===== src/rtl/fifo_pkg.sv =====
// fifo_pkg: shared widths and word type for the async FIFO and its read-side adapter.
package fifo_pkg;
   localparam int DATA_WIDTH  = 4;
   localparam int ADDR_WIDTH  = 2;
   localparam int STATS_WIDTH = 16;
   typedef logic [DATA_WIDTH-1:0] word_t;
endpackage


===== src/rtl/fifo_rd_prefetch_buf.sv =====
// fifo_rd_prefetch_buf: prefetch storage, registered write at tail, combinational read at head.
module fifo_rd_prefetch_buf
   import fifo_pkg::*;
#(
   parameter int data_width = DATA_WIDTH,
   parameter int addr_width = ADDR_WIDTH
) (
   input  logic                  rd_clk,
   input  logic                  wr_en,
   input  logic [addr_width-1:0] wr_addr,
   input  logic [data_width-1:0] wr_data,
   input  logic [addr_width-1:0] rd_addr,
   output logic [data_width-1:0] rd_data
);
   localparam int depth = 1 << addr_width;
   logic [data_width-1:0] mem_q [depth];
   logic [data_width-1:0] mem_d [depth];
   always_comb begin
      mem_d = mem_q;
      if (wr_en) mem_d[wr_addr] = wr_data;
   end
   always_ff @(posedge rd_clk) mem_q <= mem_d;
   assign rd_data = mem_q[rd_addr];
endmodule


===== src/rtl/fifo_rd_stream_adapter.sv =====
// fifo_rd_stream_adapter: turns the FIFO's 1-cycle-latency read port into a valid/ready stream.
// Optional FIFO_RD_STATS_EN adds word_cnt / stall_cnt outputs.
module fifo_rd_stream_adapter
   import fifo_pkg::*;
#(
   parameter int data_width     = DATA_WIDTH,
   parameter int buf_addr_width = ADDR_WIDTH
) (
   input  logic                      rd_clk,
   input  logic                      rd_reset,
   input  logic                      fifo_empty,
   input  logic [data_width-1:0]     fifo_data_out,
   output logic                      fifo_rd_en,
   output logic                      m_valid,
   output logic [data_width-1:0]     m_data,
   input  logic                      m_ready,
`ifdef FIFO_RD_STATS_EN
   output logic [STATS_WIDTH-1:0]    word_cnt,
   output logic [STATS_WIDTH-1:0]    stall_cnt,
`endif
   output logic [buf_addr_width:0]   buf_count
);
   localparam int depth = 1 << buf_addr_width;
   logic [buf_addr_width-1:0] head_q, head_d, tail_q, tail_d;
   logic [buf_addr_width:0]   count_q, count_d;
   logic                      inflight_q, inflight_d;
   logic                      pop;
   logic [buf_addr_width+1:0] occupancy;
   // One slot stays reserved so a word already requested always has somewhere to land.
   assign occupancy  = {1'b0, count_q} + (buf_addr_width+2)'(inflight_q);
   assign fifo_rd_en = !rd_reset && !fifo_empty && (occupancy < (buf_addr_width+2)'(depth-1));
   assign m_valid    = count_q != '0;
   assign buf_count  = count_q;
   always_comb begin
      pop        = m_valid && m_ready;
      inflight_d = fifo_rd_en && !fifo_empty;
      tail_d     = inflight_q ? tail_q + 1'b1 : tail_q;
      head_d     = pop ? head_q + 1'b1 : head_q;
      count_d    = (inflight_q && !pop) ? count_q + 1'b1 :
                   (!inflight_q && pop) ? count_q - 1'b1 : count_q;
   end
   always_ff @(posedge rd_clk or posedge rd_reset) begin
      if (rd_reset) begin
         head_q     <= '0;
         tail_q     <= '0;
         count_q    <= '0;
         inflight_q <= 1'b0;
      end else begin
         head_q     <= head_d;
         tail_q     <= tail_d;
         count_q    <= count_d;
         inflight_q <= inflight_d;
      end
   end
   fifo_rd_prefetch_buf #(
      .data_width (data_width),
      .addr_width (buf_addr_width)
   ) u_buf (
      .rd_clk  (rd_clk),
      .wr_en   (inflight_q),
      .wr_addr (tail_q),
      .wr_data (fifo_data_out),
      .rd_addr (head_q),
      .rd_data (m_data)
   );
`ifdef FIFO_RD_STATS_EN
   logic [STATS_WIDTH-1:0] word_cnt_q, word_cnt_d, stall_cnt_q, stall_cnt_d;
   always_comb begin
      word_cnt_d  = pop ? word_cnt_q + 1'b1 : word_cnt_q;
      stall_cnt_d = (m_valid && !m_ready && stall_cnt_q != '1) ? stall_cnt_q + 1'b1 : stall_cnt_q;
   end
   always_ff @(posedge rd_clk or posedge rd_reset) begin
      if (rd_reset) begin
         word_cnt_q  <= '0;
         stall_cnt_q <= '0;
      end else begin
         word_cnt_q  <= word_cnt_d;
         stall_cnt_q <= stall_cnt_d;
      end
   end
   assign word_cnt  = word_cnt_q;
   assign stall_cnt = stall_cnt_q;
`endif
endmodule


===== config.mk =====
export PLATFORM = sky130hd
export DESIGN_NAME = fifo_rd_stream_adapter
export DESIGN_NICKNAME = d
export VERILOG_FILES = /design/src/rtl/fifo_pkg.sv /design/src/rtl/fifo_rd_prefetch_buf.sv /design/src/rtl/fifo_rd_stream_adapter.sv
export SDC_FILE = /design/constraint.sdc
export NUM_CORES = 1
export LEC_CHECK = 0
export ABC_AREA = 1
export ABC_CLOCK_PERIOD_IN_PS = 4900
export BUFFER_PORTS_ARGS = -buffer_cell sky130_fd_sc_hd__buf_2
export CAP_MARGIN = 10
export CORE_UTILIZATION = 59
export DETAILED_ROUTE_END_ITERATION = 10
export PLACE_DENSITY = 0.85
export SKIP_LAST_GASP = 1
export SYNTH_ARGS = -nofsm -noshare
export SYNTH_HDL_FRONTEND = slang
export SYNTH_SLANG_ARGS = --single-unit

===== constraint.sdc =====
create_clock -name rd_clk -period 4.9 [get_ports rd_clk]
set_input_delay 0.245 -clock rd_clk [delete_from_list [all_inputs] [get_ports rd_clk]]
set_output_delay 0.245 -clock rd_clk [all_outputs]
set_load 0.01 [all_outputs]

* Word level (Yosys, flattened, before mapping)
Index checks and enable logic that the tools add are counted.
Operators by class: add/subtract/negate cells 5, bitwise logic cells 2, reduce and logical (&&, ||, !) cells 13, multiplexer cells 8, order comparisons 4
Operators by type and width (count):
- $bwmux 16 | 1
- $mux 4 | 3
- $bmux 4 s2 | 1
- $demux 4 s2 | 1
- $logic_and 1x1->1 | 7
- $ge 3x3->1 const B | 2
- $mux 3 | 2
- $not 2->3 | 2
- $add 2x1->2 const B | 2
- $add 3x1->4 | 1
- $logic_not 1->1 | 4
- $lt 4x2->1 const B | 1
- $add 3x1->3 const B | 1
- $lt 3x1->1 const B | 1
- $reduce_bool 3->1 | 1
- $sub 3x1->3 const B | 1
- $reduce_bool 2->1 | 1
Storage, ports and cells: word-level logic and storage cells 40, bits of input ports 8, register bits 24, output and inout bits 9

* Longest topological paths before layout
Gate-level depths: netlist of the first run.
depth in word-level cells 6, gate-level depth with buffers 11, depth with buffers taken out 11

* Cells and area by module
From an unflattened synthesis of the first run, not the netlist that was laid out.
Unflattened totals: cells, all modules 120, area, all modules 1149.9 µm²
By module, submodules not included:
- fifo_rd_prefetch_buf | area each 708.2 µm², instances 1, cells an instance 70, sequential area each 480.5 µm²
- fifo_rd_stream_adapter | area each 441.7 µm², instances 1, cells an instance 50, sequential area each 200.2 µm²

* Least setup slack after synthesis of the first run
No wires, ideal clock.
path kind flip-flop to flip-flop, from register count_q[1] (netlist: buf_count[1]), to register count_q[2] (netlist: buf_count[2]), arrival 1.639 ns, data required time 4.783 ns, buffers on the path 0, period minus slack after synthesis 1.756 ns, cell stages (with the launch flop) 11, library setup time 0.117 ns, path slack 3.144 ns, cells stage by stage dfrtp_1 -> nor2_1 -> nand2_1 -> nand2_1 -> ha_1 -> inv_1 -> fa_1 -> nand2_1 -> nand3_1 -> nand2_1 -> nand2_1
Between the ends: longest elaborated chain between the ends 5, elaborated cells between the ends (all ways) 10, classes of those cells add/sub (2); mux (2); reduce/logical (6)
RTL lines:
- from (decl) | RTL line fifo_rd_stream_adapter.sv:25 | logic [buf_addr_width:0] count_q, count_d;
- from (signal assigned) | RTL line fifo_rd_stream_adapter.sv:51 | count_q <= count_d;
- $reduce_bool 3->1 * | RTL line fifo_rd_stream_adapter.sv:32 | assign m_valid = count_q != '0;
- net m_valid | RTL line fifo_rd_stream_adapter.sv:14 | output logic m_valid,
- $logic_and 1x1->1 * | RTL line fifo_rd_stream_adapter.sv:35 | pop = m_valid && m_ready;
- $logic_not 1->1 | RTL line fifo_rd_stream_adapter.sv:39 | count_d = (inflight_q && !pop) ? count_q + 1'b1 :
- $logic_and 1x1->1 | RTL line fifo_rd_stream_adapter.sv:39
- $mux 3 / $reduce_bool 2->1 (equally long branches)
The timed path passes the listed nets; every way through them passes the cells marked *. The select of a mux whose other input is x is not followed. A chain may end at the register's enable or synchronous reset.

* Worst setup path in the final report of the first run
from register inflight_q, to output fifo_rd_en
Between the ends: longest elaborated chain between the ends 3
RTL lines:
- from (decl) | RTL line fifo_rd_stream_adapter.sv:26 | logic inflight_q, inflight_d;
- from (signal assigned) | RTL line fifo_rd_stream_adapter.sv:52 | inflight_q <= inflight_d;
- $add 3x1->4 | RTL line fifo_rd_stream_adapter.sv:30 | assign occupancy = {1'b0, count_q} + (buf_addr_width+2)'(inflight_q);
- $lt 4x2->1 | RTL line fifo_rd_stream_adapter.sv:31 | assign fifo_rd_en = !rd_reset && !fifo_empty && (occupancy < (buf_addr_width+2)'(depth-1));
- $logic_and 1x1->1 | RTL line fifo_rd_stream_adapter.sv:31
- to (decl) | RTL line fifo_rd_stream_adapter.sv:13 | output logic fifo_rd_en,
Every way passes these cells.

==> reports/qor.txt, run 1 <==
run status = finished, final reports clean
# resized after CTS = 0
register bit total from synthesis = 24
CP Data Arrival Time = 1.75 ns
die area = 0.00214 mm2
cts bufs inserted = 3
Final Core Density = 71.6%
CP Launch Type = flip-flop
TritonRoute pass-1 iters = 4
crit path capture type = primary output
fmax = 0.502 GHz
number of diodes = 0
via count = 770
unrepaired setup endpoints after global routing = false
max-cap violation count = 0
min-delay src = fifo_data_out[3]
sequential area share after synthesis = 58.9%
Clock Latency Late Sink = 0.29 ns
DRC Markers = 0
syn nets = 127
row count = 15
die width = 46.3 um
Final Skew = 0.00585 ns
Syn. warnings = 0
Final Cycle Share = 40.6%
CTS tree = built
number of global-route vias before repair = 680
DR iter-0 viols = 11
antenna viol nets, final = 0
largest area contributor in the netlist = edfxtp_1
Core ar. = 0.00178 mm2
Syn-to-layout area delta = 10.5%
crit path launch = inflight_q
Tmin final = 1.99 ns
GRT Util Overall = 18.9%
Leakage = 0.631 nW
Setup Viol. Count Final = 0
clk slew on worst S/H paths = 0.12 ns
commonest cells after routing, fill and taps aside = nand2_1 (35), inv_1 (21), buf_2 (16), edfxtp_1 (16)
Final Hold Slack = 0.161 ns
Final Slew Violations = 0
Starting Density = 64.8%
Final Wtd Congestion = 0.728
H-tree depth = 1
share of cells above drive strength 1 = 14.6%
postcts setup bufs = 0
Power per Cell Area = 517 mW/mm2
worst vdd ir = 0.306 mV
Setup TNS = 0 ns
root buffer cell = clkbuf_4
Nets = 147
Worst EP required = 4.66 ns
DRT Wirelength = 1750 um
Sink Count = 24
CTS Hold Bufs = 1
critical path type = reg2out
crit path max fanout = 9
first-pass GRT wire length = 2750 um
synth top area cells = edfxtp_1 (42%), dfrtp_1 (17%), nand2_1 (11%), ha_1 (7.6%), inv_1 (6.8%)
# IOs = 17
Via-to-Cell Ratio = 4.97
initial antenna violation count = 0
count of final hold-check violations = 0
pin count of the biggest net entering global routing = 20
Worst Tran Pin Value = 0.526 ns
Clock Tree Buf Depth = 2
Cells after Synth = 111
# port buffers = 16
GRT Residual Overflow = 0
WL/cell = 11.3 um
relative slew slack = 64.9%
Yosys cell types = 17
height of the die = 46.3 um
HP Class = in2reg
hpwl dp = 1350 um
Post-Syn Area = 0.00116 mm2
share of the synthesized area in the top cell type = 41.6%
Fillers = 136
Syn Area/Cell = 10.4 um2
Worst R2R Start = buf_count[0]
commonest non-fill, non-tap cell in the layout = nand2_1
-- per-stage QoR --
stage               power (mW)  setup WS (ns)  cell area (um2)  cells
floorplan                0.513           3.14             1160    111
global placement         0.566           3.20             1240    150
detailed placement       0.584           3.10             1240    150
CTS                      0.664           2.92             1280    155
global route             0.723           2.80             1280    155
finish                   0.660           2.91             1280    155
-- power by group --
group | switching [mW] | internal (mW) | total [mW] | leakage [nW]
registers | 0.0620 | 0.260 | 0.322 | 0.243
logic | 0.148 | 0.109 | 0.256 | 0.374
clock network | 0.0503 | 0.0316 | 0.0819 | 0.0150
total | 0.260 | 0.400 | 0.660 | 0.631
-- path summary, 6_finish.rpt --
path | endpoint | slack, ns | cells after the start
worst max-delay path | fifo_rd_en | 2.91 | 6
worst min-delay path | u_buf.mem_q[3] | 0.16 | 1
worst max register to register | buf_count[2] | 3.07 | 10
worst min register to register | buf_count[2] | 0.52 | 2
max in group asynchronous | head_q[1] | 4.24 | 3
min in group asynchronous | buf_count[1] | 0.43 | 3
-- cell families (layout without fill, tap and decap cells) --
| kind of cell | after synthesis | after routing | share of synthesized area (%) |
|---|---|---|---|
| XOR/XNOR | 2 | 2 | 1.52 |
| adder cells (fa/ha/maj) | 8 | 8 | 9.31 |
| buffers and inverters | 23 | 42 | 9.09 |
| AND/OR/NAND/NOR | 44 | 44 | 15.2 |
| flip-flops | 24 | 24 | 58.9 |
| AO/OA/AOI/OAI | 10 | 10 | 6.06 |
-- layout make-up --
type / instances / area, um2 / area share [%]
Sequential cell: 24 / 681 / 53.3
Multi-Input combinational cell: 64 / 370 / 29.0
Timing Repair Buffer: 17 / 90.1 / 7.05
Inverter: 21 / 78.8 / 6.17
Tap cell: 25 / 31.3 / 2.45
Clock buffer: 4 / 26.3 / 2.06
-- state kept, by name, indices dropped and copies added, names as in the netlist --
signal and count:
buf_count 3, head_q 2, inflight_q 1, tail_q 2
u_buf.mem_q 16
-- layer usage --
layer,up-vias,share of wire (%),GRT usage [%]
met5,-,0,0
met4,0,0.68,5.29
met3,2,3.1,3.53
met2,13,52,34.9
met1,362,44,21.9
li1,393,-,-
-- worst max-delay path, cell delays in order (launching register included) --
cell and delay [ns]:
dfrtp_1 0.51, ha_1 0.26, ha_1 0.28, nand2_1 0.07, nand3_1 0.09, nor2_1 0.11
buf_2 0.13
-- synth_stat cells (all sizes together) --
cell / n
nand3b: 1
o211ai: 8
xor2: 1
a21oi: 1
nand4: 1
buf: 2
nor2: 4
xnor2: 1
dfrtp: 8
inv: 21
nand2: 35
o21ai: 1
ha: 7
fa: 1
nand3: 3
edfxtp: 16
No activity file was read; power rests on OpenSTA's default activity.
==> run 2, diff against run 1 <==
Settings changed: ABC_CLOCK_PERIOD_IN_PS 4900 to 1690, CORE_UTILIZATION 59 to 49, PLACE_DENSITY 0.85 to 0.76.
Clock period 4.9 ns to 1.69 ns, I/O delays scaled along.
==> run 2 against run 1 <==
Effect of this change: the flow now finishes with violations (negative setup slack); non-clock buffer count grew 13; hold slack lost 0.14 ns; combinational power grew to 4.1 times the previous value; register-to-register slack lost 3.1 ns; flip-flop and latch count is the same; final area grew 17%; sequential power grew to 2.8 times the previous value; clock skew grew 0.00056 ns; wire length grew 6.7%; worst setup slack lost 2.9 ns; critical endpoint unchanged; die area grew 19%.
==> reports/qor.txt, run 2 (same netlist as run 1, synthesis figures left out) <==
run status = complete, but fails checks (was finished, final reports clean)
failing checks = negative setup slack
root buffer cell = clkbuf_4 (unchanged)
Worst Tran Pin Value = 0.311 ns (was 0.526 ns)
cts bufs inserted = 3 (unchanged)
Hold Crit Endpoint = inflight_q (was u_buf.mem_q[3])
Starting Density = 52.3% (was 64.8%)
max FFs per register = 16 (unchanged)
GRT Residual Overflow = 0 (unchanged)
Setup WS post-layout = -0.0114 ns (was 2.91 ns)
Final Core Density = 67.3% (was 71.6%)
Final Skew = 0.00641 ns (was 0.00585 ns)
crit path max fanout = 2 (was 9)
first-pass GRT wire length = 3200 um (was 2750 um)
CP Data Arrival Time = 1.62 ns (was 1.75 ns)
CP Launch Type = flip-flop (unchanged)
Worst EP required = 1.61 ns (was 4.66 ns)
clk slew on worst S/H paths = 0.13 ns (was 0.12 ns)
# IOs = 17 (unchanged)
Reg2Reg Setup Slack = 0 ns (was 3.07 ns)
worst reg2reg path endpoint = buf_count[2] (unchanged)
Power per Cell Area = 1590 mW/mm2 (was 517 mW/mm2)
Fillers = 165 (was 136)
initial antenna violation count = 0 (unchanged)
DRC Markers = 0 (unchanged)
max-cap violation count = 0 (unchanged)
Nets = 160 (was 147)
Core ar. = 0.00221 mm2 (was 0.00178 mm2)
Clock Latency Late Sink = 0.31 ns (was 0.29 ns)
Final Slew Violations = 0 (unchanged)
Final Hold Slack = 0.0199 ns (was 0.161 ns)
Final Instance Area = 0.00149 mm2 (was 0.00128 mm2)
die area = 0.00256 mm2 (was 0.00214 mm2)
Final Wtd Congestion = 0.817 (was 0.728)
number of diodes = 0 (unchanged)
crit path capture type = primary output (unchanged)
WL/cell = 10.9 um (was 11.3 um)
via count = 834 (was 770)
count of final hold-check violations = 0 (unchanged)
Net Switching = 863 uW (was 260 uW)
HP Class = in2reg (unchanged)
height of the die = 50.6 um (was 46.3 um)
commonest cells after routing, fill and taps aside = nand2_1 (30), inv_1 (20), buf_2 (16), edfxtp_1 (16), o211ai_1 (8) (was nand2_1 (35), inv_1 (21), buf_2 (16), edfxtp_1 (16))
relative slew slack = 79.3% (was 64.9%)
Placed Instance Area = 0.00128 mm2 (was 0.00124 mm2)
die width = 50.6 um (was 46.3 um)
unrepaired setup endpoints after global routing = true (was false)
H-tree depth = 1 (unchanged)
Worst Hold Depth = 4 (was 1)
Inst Count DP = 157 (was 150)
Final Cycle Share = 101%
Comb power frac = 44.5% (was 38.8%)
Pwr Total = 2.37 mW (was 660 uW)
Biggest register = u_buf.mem_q (unchanged)
Clock Tree Buf Depth = 2 (unchanged)
CTS tree = built (unchanged)
P_int = 1.50 mW (was 400 uW)
share of cells above drive strength 1 = 31.5% (was 14.6%)
fmax = 0.588 GHz
Syn-to-layout area delta = 28.8% (was 10.5%)
Cell Count, Final, Fillers Out = 171 (was 155)
Tmin final = 1.70 ns
TritonRoute pass-1 iters = 6 (was 4)
number of global-route vias before repair = 796 (was 680)
commonest non-fill, non-tap cell in the layout = nand2_1 (unchanged)
antenna viol nets, final = 0 (unchanged)
net switching fraction of the power = 36.5% (was 39.4%)
Sink Count = 24 (unchanged)
min-delay src = fifo_empty (was fifo_data_out[3])
pin count of the biggest net entering global routing = 20 (unchanged)
# port buffers = 16 (unchanged)
DR iter-0 viols = 21 (was 11)
Setup Viol. Count Final = 1 (was 0)
DRT Wirelength = 1870 um (was 1750 um)
Via-to-Cell Ratio = 4.88 (was 4.97)
dpl ws = -0.00823 ns (was 3.10 ns)
Setup TNS = -0.0114 ns (was 0 ns)
Leakage = 0.705 nW (was 0.631 nW)
hpwl dp = 1280 um (was 1350 um)
Clk pwr share = 16.9% (was 12.4%)
Reg2Reg Depth = 11 (was 10)
worst vdd ir = 1.04 mV (was 0.306 mV)
Seq pwr share = 38.6% (was 48.8%)
row count = 17 (was 15)
Worst R2R Start = buf_count[0] (unchanged)
critical path type = reg2out (unchanged)
GRT Util Overall = 17.0% (was 18.9%)
-- run 2: final cells by class --
type,count,area [um2],area share [%]
clock buffers,3,22.5,1.51
well taps,28,35.0,2.35
inverters,21,81.3,5.46
flip-flops and latches,24,684,46.0
repair buffers,30,205,13.8
clock inverters,1,30.0,2.02
multi-input cells,64,430,28.9
-- run 2: how the worst max path moves through the flow --
stage,start,to,slack [ns],depth (start not counted)
2_1_floorplan,buf_count[1],buf_count[2],0.002,10
3_3_place_gp,buf_count[2],buf_count[2],0.11,10
3_5_place_dp,buf_count[2],buf_count[2],-0.008,10
4_1_cts,buf_count[0],fifo_rd_en,-0.01,7
5_1_grt,buf_count[0],buf_count[2],-0.11,11
6_report,buf_count[0],fifo_rd_en,-0.01,7
-- run 2: worst max-delay path, cell delays in order, from the launching register on --
cell	delay (ns)
dfrtp_2	0.44
buf_6	0.12
ha_2	0.19
ha_4	0.21
nand2_2	0.06
nand3_2	0.06
nor2_1	0.10
buf_2	0.13
-- run 2: power groups by stage --
stage | Combinational, mW | Sequential, mW | Clock, mW
3_5_place_dp | 0.851 | 0.912 | 0
6_report | 1.05 | 0.913 | 0.399
3_3_place_gp | 0.818 | 0.904 | 0
4_1_cts | 1.01 | 0.909 | 0.403
5_1_grt | 1.19 | 0.935 | 0.429
2_1_floorplan | 0.611 | 0.894 | 0
-- run 2: repair_timing --
action | in CTS | in global routing
resized for setup | 14 | 3
hold endpoints to repair | 24 | 0
buffers inserted | 3 | 2
setup endpoints to repair | 2 | 5
hold buffers | 5 | 0
pin swaps | 6 | 4
-- run 2: metal layers --
metal / routed length (um) / up-vias / global-route usage, %
met1: 810 / 397 / 20.4
met2: 1000 / 14 / 29.8
met5: 0 / - / 0
met3: 43 / 2 / 3.03
met4: 12 / 0 / 6.94
li1: - / 421 / -
==> run 3, diff against run 2 <==
Settings changed: ABC_CLOCK_PERIOD_IN_PS 1690 to 2000, CORE_UTILIZATION 49 to 59, PLACE_DENSITY 0.76 to 0.85, SKIP_CTS_REPAIR_TIMING set to 1.
Clock period 1.69 ns to 2 ns, I/O delays scaled along.
==> run 3 against run 2 <==
Effect of this change: the run now ends clean; clock skew increased by 0.0018 ns; wire length decreased by 4.3%; total power decreased by 31%; register-to-register slack improved by 0.17 ns; first-iteration DRC count decreased by 62%; die area decreased by 16%; global-route usage increased by 1.7 points; combinational power decreased by 40%; via count decreased by 6.0%; final area decreased by 12%; non-clock buffer count decreased by 10; critical endpoint unchanged; largest cell class unchanged; largest power group is now sequential cells; highest routed layer unchanged.
==> reports/qor.txt, run 3 (same netlist as run 1, synthesis figures left out) <==
run status = finished, final reports clean (was complete, but fails checks)
critical path type = reg2out (unchanged)
commonest non-fill, non-tap cell in the layout = nand2_1 (unchanged)
Tmin final = 1.85 ns
die area = 0.00214 mm2 (was 0.00256 mm2)
worst-path cell chain = ha_1, ha_1, nand2_1, nand3_1, nor2_1, buf_2 (was buf_6, ha_2, ha_4, nand2_2, nand3_2, nor2_1, buf_2)
DRT Wirelength = 1790 um (was 1870 um)
Final Instance Area = 0.00131 mm2 (was 0.00149 mm2)
Final Cycle Share = 92.3%
net switching fraction of the power = 39.4% (was 36.5%)
Final Wtd Congestion = 0.743 (was 0.817)
pin count of the biggest net entering global routing = 20 (unchanged)
Final Slew Violations = 0 (unchanged)
height of the die = 46.3 um (was 50.6 um)
Final Hold Slack = 0.0286 ns (was 0.0199 ns)
Placed Instance Area = 0.00124 mm2 (was 0.00128 mm2)
share of cells above drive strength 1 = 14.3% (was 31.5%)
unrepaired setup endpoints after global routing = false (was true)
Clock Latency Late Sink = 0.29 ns (was 0.31 ns)
fmax = 0.542 GHz
first-pass GRT wire length = 2730 um (was 3200 um)
crit path max fanout = 9 (was 2)
Fillers = 134 (was 165)
Setup Viol. Count Final = 0 (was 1)
number of diodes = 0 (unchanged)
min-delay src = fifo_data_out[2] (was fifo_empty)
# port buffers = 16 (unchanged)
Critical path buffers and inverters = 1 (was 2)
relative slew slack = 65.0% (was 79.3%)
max-cap violation count = 0 (unchanged)
Seq pwr share = 48.6% (was 38.6%)
row count = 15 (was 17)
Power per Cell Area = 1240 mW/mm2 (was 1590 mW/mm2)
Worst Tran Pin Value = 0.525 ns (was 0.311 ns)
DR iter-0 viols = 8 (was 21)
Net Switching = 639 uW (was 863 uW)
hpwl dp = 1350 um (was 1280 um)
Sink Count = 24 (unchanged)
GRT Util Overall = 18.7% (was 17.0%)
Worst R2R Start = buf_count[1] (was buf_count[0])
HP Class = in2reg (unchanged)
DRC Markers = 0 (unchanged)
CTS tree = built (unchanged)
initial antenna violation count = 0 (unchanged)
via count = 784 (was 834)
root buffer cell = clkbuf_4 (unchanged)
Clock Tree Buf Depth = 2 (unchanged)
die width = 46.3 um (was 50.6 um)
Nets = 150 (was 160)
TritonRoute pass-1 iters = 4 (was 6)
Leakage = 0.644 nW (was 0.705 nW)
worst vdd ir = 0.750 mV (was 1.04 mV)
crit path launch = inflight_q (was buf_count[0])
Largest stage delay, worst path = 0.51 ns (was 0.44 ns)
Starting Density = 64.8% (was 52.3%)
P_int = 984 uW (was 1.50 mW)
Worst path slowest cell = dfrtp_1 (was dfrtp_2)
Core ar. = 0.00178 mm2 (was 0.00221 mm2)
commonest cells after routing, fill and taps aside = nand2_1 (35), inv_1 (21), buf_2 (16), edfxtp_1 (16) (was nand2_1 (30), inv_1 (20), buf_2 (16), edfxtp_1 (16), o211ai_1 (8))
Comb power frac = 39.0% (was 44.5%)
Final Skew = 0.00817 ns (was 0.00641 ns)
WL/cell = 11.3 um (was 10.9 um)
max FFs per register = 16 (unchanged)
Worst EP required = 1.90 ns (was 1.61 ns)
Via-to-Cell Ratio = 4.96 (was 4.88)
Setup TNS = 0 ns (was -0.0114 ns)
cts bufs inserted = 3 (unchanged)
Worst path top cell family by delay = adder cells (was flip-flops)
CP Data Arrival Time = 1.75 ns (was 1.62 ns)
H-tree depth = 1 (unchanged)
clk slew on worst S/H paths = 0.12 ns (was 0.13 ns)
crit path capture type = primary output (unchanged)
number of global-route vias before repair = 664 (was 796)
# IOs = 17 (unchanged)
count of final hold-check violations = 0 (unchanged)
CP Launch Type = flip-flop (unchanged)
Biggest register = u_buf.mem_q (unchanged)
CP dominant cell by count = ha_1
Clk pwr share = 12.4% (was 16.9%)
GRT Residual Overflow = 0 (unchanged)
Syn-to-layout area delta = 13.1% (was 28.8%)
antenna viol nets, final = 0 (unchanged)
## run 3: changes by cell type in the layout (fill, tap and decap cells not counted), moves of 2 or more
cell / delta
dfrtp_1: +3
nand3_1: +2
nand2_2: -5
dfrtp_2: -3
nand3_2: -2
ha_4: -2
ha_1: +3
nand2_1: +5
buf_6: -2
buf_4: -7
## run 3: metrics by stage
stage / util [%] / total power [mW] / instances / setup slack (ns)
finish: 73.3 / 1.62 / 158 / 0.154
global route: 73.3 / 1.78 / 158 / 0.0133
CTS: 71.1 / 1.63 / 154 / 0.160
detailed placement: 69.6 / 1.43 / 150 / 0.201
global placement: 69.6 / 1.39 / 150 / 0.296
floorplan: - / 1.26 / 111 / 0.244
## run 3: cell type report
type / instances / area (um2) / area share [%]
Inverter: 21 / 78.8 / 6.03
Multi-Input combinational cell: 64 / 370 / 28.3
Clock buffer: 4 / 26.3 / 2.01
Timing Repair Buffer: 20 / 120 / 9.19
Tap cell: 25 / 31.3 / 2.39
Sequential cell: 24 / 681 / 52.1
## run 3: routing by layer
| metal | global-route usage (%) | part of all wire (%) |
|---|---|---|
| met1 | 22.5 | 45 |
| met2 | 33.8 | 52 |
| met3 | 3.53 | 2.8 |
| met4 | 5.29 | 0.56 |
| met5 | 0 | 0 |
## run 3: power groups by stage
stage          Combinational [mW]  Clock (mW)  Sequential (mW)
6_report                    0.633       0.201            0.789
5_1_grt                     0.742       0.226            0.809
4_1_cts                     0.632       0.204            0.791
3_5_place_dp                0.627           0            0.802
3_3_place_gp                0.598           0            0.789
2_1_floorplan               0.508           0            0.748
## run 3: final timing paths
kind	end	slack (ns)	depth (start not counted)
hold reg to reg	buf_count[2]	0.53	2
setup reg to reg	buf_count[2]	0.17	10
setup / recovery	fifo_rd_en	0.15	6
max in group asynchronous	head_q[1]	1.49	3
min in group asynchronous	buf_count[1]	0.29	3
hold / removal	u_buf.mem_q[14]	0.03	1
## run 3: worst reg2reg max path, delay by kind of cell (launching register included)
kind / cells / cell delay, ns
AND/OR/NAND/NOR: 7 / 0.67
adder cells (fa/ha/maj): 2 / 0.54
flip-flops: 1 / 0.47
buffers and inverters: 1 / 0.06
